### src/rtl/ascon_aead_stream.sv
// Streaming keyed XOR/round-constant AEAD: key absorb, per-word keystream with
// a running tag, tag emission (encrypt) or on-chip tag verification (decrypt).
module ascon_aead_stream #(
  parameter int DW        = 8,
  parameter int KEY_WORDS = 2,
  parameter int TAG_WORDS = 1
) (
  input  logic          clk,
  input  logic          rst_n,
  input  logic          start,
  input  logic          mode,
  input  logic [DW-1:0] in_data,
  input  logic          in_valid,
  input  logic          in_last,
  output logic          in_ready,
  output logic [DW-1:0] out_data,
  output logic          out_valid,
  output logic          out_last,
  input  logic          out_ready,
  output logic          busy,
  output logic          done,
  output logic          auth_ok
);

  localparam int KCW = (KEY_WORDS > 1) ? $clog2(KEY_WORDS) : 1;

  typedef enum logic [2:0] {IDLE, KEY, MSG, TAG, FIN} state_t;

  state_t          state, state_nx;
  logic            mode_q;
  logic [DW-1:0]   s_q, k_q, t_q;
  logic [2:0]      i_q;
  logic [3:0]      j_q;
  logic [KCW-1:0]  kcnt_q;
  logic            mismatch_q;
  logic [DW-1:0]   out_data_q;
  logic            out_valid_q, out_last_q, auth_ok_q;

  function automatic logic [7:0] rc8(input logic [2:0] idx);
    case (idx)
      3'd0:    rc8 = 8'h04;
      3'd1:    rc8 = 8'h0b;
      3'd2:    rc8 = 8'h1f;
      3'd3:    rc8 = 8'h14;
      3'd4:    rc8 = 8'h1a;
      3'd5:    rc8 = 8'h15;
      3'd6:    rc8 = 8'h09;
      default: rc8 = 8'h02;
    endcase
  endfunction

  function automatic logic [DW-1:0] rotl1(input logic [DW-1:0] v);
    rotl1 = {v[DW-2:0], v[DW-1]};
  endfunction

  logic          out_free;
  logic          key_acc, key_last, msg_acc, tag_acc, tag_load, j_last, tag_miss;
  logic [DW-1:0] s_nx, ks, ct_word, exp_tag;

  assign out_free = !out_valid_q || out_ready;
  assign key_last = (kcnt_q == KCW'(KEY_WORDS - 1));
  assign j_last   = (j_q == 4'(TAG_WORDS - 1));
  assign key_acc  = (state == KEY) && in_valid;
  assign msg_acc  = (state == MSG) && in_valid && out_free;
  assign tag_acc  = (state == TAG) && mode_q && in_valid && out_free;
  assign tag_load = (state == TAG) && !mode_q && out_free && (j_q < 4'(TAG_WORDS));

  assign s_nx     = rotl1(s_q) ^ in_data;
  assign ks       = k_q ^ DW'(rc8(i_q));
  assign ct_word  = in_data ^ ks;
  assign exp_tag  = t_q ^ DW'(rc8(j_q[2:0]) ^ 8'hA5);
  assign tag_miss = (in_data != exp_tag);

  always_ff @(posedge clk or negedge rst_n) begin
    if (!rst_n) state <= IDLE;
    else        state <= state_nx;
  end

  always_comb begin
    state_nx = state;
    in_ready = 1'b0;
    done     = 1'b0;
    busy     = (state != IDLE);
    case (state)
      IDLE: if (start) state_nx = KEY;
      KEY: begin
        in_ready = 1'b1;
        if (in_valid && key_last) state_nx = MSG;
      end
      MSG: begin
        in_ready = out_free;
        if (msg_acc && in_last) state_nx = TAG;
      end
      TAG: begin
        if (mode_q) begin
          in_ready = out_free;
          if (tag_acc && j_last) state_nx = FIN;
        end else if (out_valid_q && out_ready && out_last_q) begin
          state_nx = FIN;
        end
      end
      FIN: begin
        done     = 1'b1;
        state_nx = IDLE;
      end
      default: state_nx = IDLE;
    endcase
  end

  // Datapath: key absorb, keystream output register, running tag and verification.
  always_ff @(posedge clk or negedge rst_n) begin
    if (!rst_n) begin
      mode_q      <= 1'b0;
      s_q         <= '0;
      k_q         <= '0;
      t_q         <= '0;
      i_q         <= '0;
      j_q         <= '0;
      kcnt_q      <= '0;
      mismatch_q  <= 1'b0;
      out_data_q  <= '0;
      out_valid_q <= 1'b0;
      out_last_q  <= 1'b0;
      auth_ok_q   <= 1'b0;
    end else begin
      if (state == IDLE && start) begin
        mode_q     <= mode;
        s_q        <= '0;
        i_q        <= '0;
        j_q        <= '0;
        kcnt_q     <= '0;
        mismatch_q <= 1'b0;
        auth_ok_q  <= 1'b0;
      end

      if (key_acc) begin
        s_q    <= s_nx;
        kcnt_q <= kcnt_q + 1'b1;
        if (key_last) begin
          k_q <= s_nx;
          t_q <= s_nx;
        end
      end

      if (msg_acc) begin
        out_data_q  <= ct_word;
        out_valid_q <= 1'b1;
        out_last_q  <= mode_q & in_last;
        i_q         <= i_q + 1'b1;
        t_q         <= rotl1(t_q) ^ (mode_q ? in_data : ct_word);
      end else if (tag_load) begin
        out_data_q  <= exp_tag;
        out_valid_q <= 1'b1;
        out_last_q  <= j_last;
        j_q         <= j_q + 1'b1;
      end else if (out_ready) begin
        out_valid_q <= 1'b0;
        out_last_q  <= 1'b0;
      end

      if (tag_acc) begin
        j_q <= j_q + 1'b1;
        if (tag_miss) mismatch_q <= 1'b1;
        if (j_last)   auth_ok_q  <= !(mismatch_q || tag_miss);
      end
    end
  end

  assign out_data  = out_data_q;
  assign out_valid = out_valid_q;
  assign out_last  = out_last_q;
  assign auth_ok   = auth_ok_q;

endmodule

### config.mk
export PLATFORM = sky130hd
export DESIGN_NAME = ascon_aead_stream
export DESIGN_NICKNAME = d
export VERILOG_FILES = /design/src/rtl/ascon_aead_stream.sv
export SDC_FILE = /design/constraint.sdc
export NUM_CORES = 1
export LEC_CHECK = 0
export ABC_AREA = 1
export BUFFER_PORTS_ARGS = -buffer_cell sky130_fd_sc_hd__buf_4
export CAP_MARGIN = 10
export CORE_MARGIN = 1.5
export CORE_UTILIZATION = 64
export CTS_CLUSTER_SIZE = 24
export DETAILED_ROUTE_END_ITERATION = 16
export PLACE_DENSITY = 0.85
export SYNTH_ARGS = -nofsm -noshare
export SYNTH_HDL_FRONTEND = slang
export SYNTH_SLANG_ARGS = --single-unit
export TNS_END_PERCENT = 20
### constraint.sdc
create_clock -name clk -period 4 [get_ports clk]
set_clock_uncertainty 0.15 [all_clocks]
set_input_delay 0.8 -clock clk [delete_from_list [all_inputs] [get_ports clk]]
set_output_delay 0.8 -clock clk [all_outputs]
set_load 0.02 [all_outputs]
==> reports/results.tsv <==
metric	value	unit
status	finished, final reports clean	
vdd_ir_drop_max	0.457	mV
clock_path_buffers	2	
vias	2730	
cpPeakStageDelay	0.61	ns
yosys.area.top_type	dfrtp_1	
hold_class	in2async	
syn_inst	400	
finalWorstSetupSlack	1.30	ns
power	0.00279	W
met1_length	3160	um
dieArea	5200	um2
diodes	0	
pwr-share-comb	55.3	%
place_ws	1.48	ns
drt_iter0_markers	249	
cts_root_buf	clkbuf_8	
fin_crit	2.70	ns
clkSinkCount	48	
ys_types	33	
p_leak	1.83	nW
power_frac_clock	13.4	%
slew_headroom	59.4	%
initial_core_util	68.3	%
core-area	4470	um2
highest_layer	met4	
area_growth	11.3	%
path_delay_family	flip-flops	
dieWidth	72.1	um
p_switching	0.00133	W
crit_buf_inv	2	
ys_ff_latch	48	
die_h	72.1	um
dp_hpwl	5180	um
critPathLaunch	mode_q	
report.final.slew_viol_count	0	
cts_tree	done	
antenna_found_initial	0	
cts-buffers-inserted	5	
rsz0062_at_grt	no	
hold_buffers	0	
syn_area	3060	um2
ys_seq_area_share	39.3	%
postCtsSetupRepairBufs	0	
crit_end	in_ready	
fmaxAchievable	0.371	GHz
crit_slowest_cell	dfrtp_1	
drt_wl_total	6930	um
synth_top_area_share	39.3	%
via_per_inst	5.68	
clock_latency	0.31	ns
avgSynthCellArea	7.64	um2
layout_commonest_cell	nand2_1	
fp-row-count	24	
crit_cells	5	
ys_warn_count	0	
gp_congestion	0.873	
critPathLaunchType	flop	
htree_levels	2	
r2r_start	j_q[0]	
synth_fp_nets	424	
crit_path_cell_trace	inv_1 > nor2_2 > nand2_2 > nand3_1 > buf_4	
endpoint_kind	output pin	
drive_above_1_share	14.9	%
grt_usage	29.5	%
reg2regPathDepth	12	
nets	452	
ant_nets	0	
p_sw_share	47.5	%
fin_setup_tns	0	ns
grt_pass1_vias	2510	
yosys-top-cells-area	dfrtp_1 (39%), nand2_1 (16%), xor2_1 (6.9%), nand3_1 (6.1%), inv_1 (5.0%)	
worstMarginPinSlew	0.609	ns
maxCapViolations	0	
clkSlewWorstSetupHoldPaths	0.09	ns
p_seq_share	31.3	%
p_per_area	821	nW/um2
layout_common_cells	nand2_1 (127), dfrtp_1 (48), inv_1 (41), nand3_1 (37), buf_4 (28)	
grt_pass1_wl	11700	um
fillers	337	
hold_viol	0	
route.met2.wl	3200	um
path_class	reg2out	
wl_per_cell	14.4	um
met3_length	384	um
drc	0	
setup_viol	0	
crit_required	3.05	ns
post_cts_resized	0	
port_buffers	28	
cp_data_arrival_time	1.75	ns
drtPass1Iterations	5	
grt-ovfl-total	0	
ios	29	
r2r-end	mismatch_q	
p_int	0.00147	W
post-route-period-util	67.4	%
rrSetupSlack	1.81	ns
grt_max_degree	49	
crit_fanout	11	
logic make-up after synthesis:
family / Yosys count / share of synthesized area, %
AOI/OAI and AO/OA: 48 / 10.0
xor gates and xnor gates: 27 / 7.73
adders and majority gates: 9 / 3.68
buffers and inverters: 58 / 8.02
DFF: 48 / 39.3
muxes: 3 / 0.982
and+or+nand+nor: 207 / 30.3
synth_stat cells (all sizes together):
| cell type | count |
|---|---|
| o21ai | 21 |
| a22oi | 1 |
| a21oi | 4 |
| nand3b | 4 |
| xor2 | 24 |
| nand2 | 134 |
| dfrtp | 48 |
| ha | 9 |
| o21bai | 2 |
| o211ai | 9 |
| o22ai | 2 |
| mux2i | 3 |
| o221ai | 1 |
| nand4 | 2 |
| xnor2 | 3 |
| inv | 51 |
| nand3 | 41 |
| a22o | 8 |
| buf | 6 |
| nor3 | 2 |
| clkbuf | 1 |
| or2 | 1 |
| nor2 | 23 |
layer usage:
metal,vias up,track usage [%]
li1,1339,-
met1,1281,41.3
met2,89,45.1
met3,21,6.11
met4,0,11.9
met5,-,0
through the flow:
stage | hold WS [ns] | cells | instance area (um2) | utilization, %
floorplan | 0.300 | 400 | 3060 | -
global placement | 0.314 | 473 | 3280 | 73.4
detailed placement | 0.320 | 473 | 3280 | 73.4
CTS | 0.344 | 481 | 3400 | 76.1
global route | 0.361 | 481 | 3400 | 76.1
finish | 0.329 | 481 | 3400 | 76.1
worst reg2reg max path: stages, from the launching register on:
cell and delay (ns):
dfrtp_1 0.41, inv_1 0.12, ha_1 0.35, xor2_1 0.27, inv_1 0.08, nand2_1 0.08
nand2_1 0.06, nor2_1 0.09, nand3_1 0.09, nor2_1 0.17, nand2_1 0.10, nand2_1 0.07
nand2_1 0.05
worst min-delay path by stage:
stage / slack, ns / to / cells after the start / from
after global placement: 0.31 / mismatch_q / 2 / mismatch_q
after global routing: 0.36 / mismatch_q / 2 / mismatch_q
after CTS: 0.34 / mismatch_q / 2 / mismatch_q
after detailed placement: 0.32 / mismatch_q / 2 / mismatch_q
after floorplan: 0.30 / mismatch_q / 2 / mismatch_q
final: 0.33 / j_q[2] / 1 / rst_n
registers in the layout (all words and copies together) (netlist names):
signal	count
auth_ok	1
i_q	3
j_q	4
k_q	8
kcnt_q	1
mismatch_q	1
mode_q	1
out_data	8
out_last	1
out_valid	1
s_q	8
state	3
t_q	8
power by group through the flow:
stage	combinational (W)	sequential (W)	clock, W
global placement	0.00146	0.000869	0
detailed placement	0.00151	0.000880	0
CTS	0.00153	0.000870	0.000383
finish	0.00154	0.000873	0.000375
global route	0.00173	0.000898	0.000400
floorplan	0.00112	0.000880	0
area by class of cell:
type	instances	area [um2]	share of cell area [%]
clock inverters	2	38.8	1.14
repair buffers	28	210	6.18
well taps	52	65.1	1.91
inverters	51	194	5.70
multi-input cells	294	1610	47.4
flip-flops and latches	48	1200	35.3
clock buffers	6	82.6	2.43
Note: power is estimated with default switching activity, not from simulation.
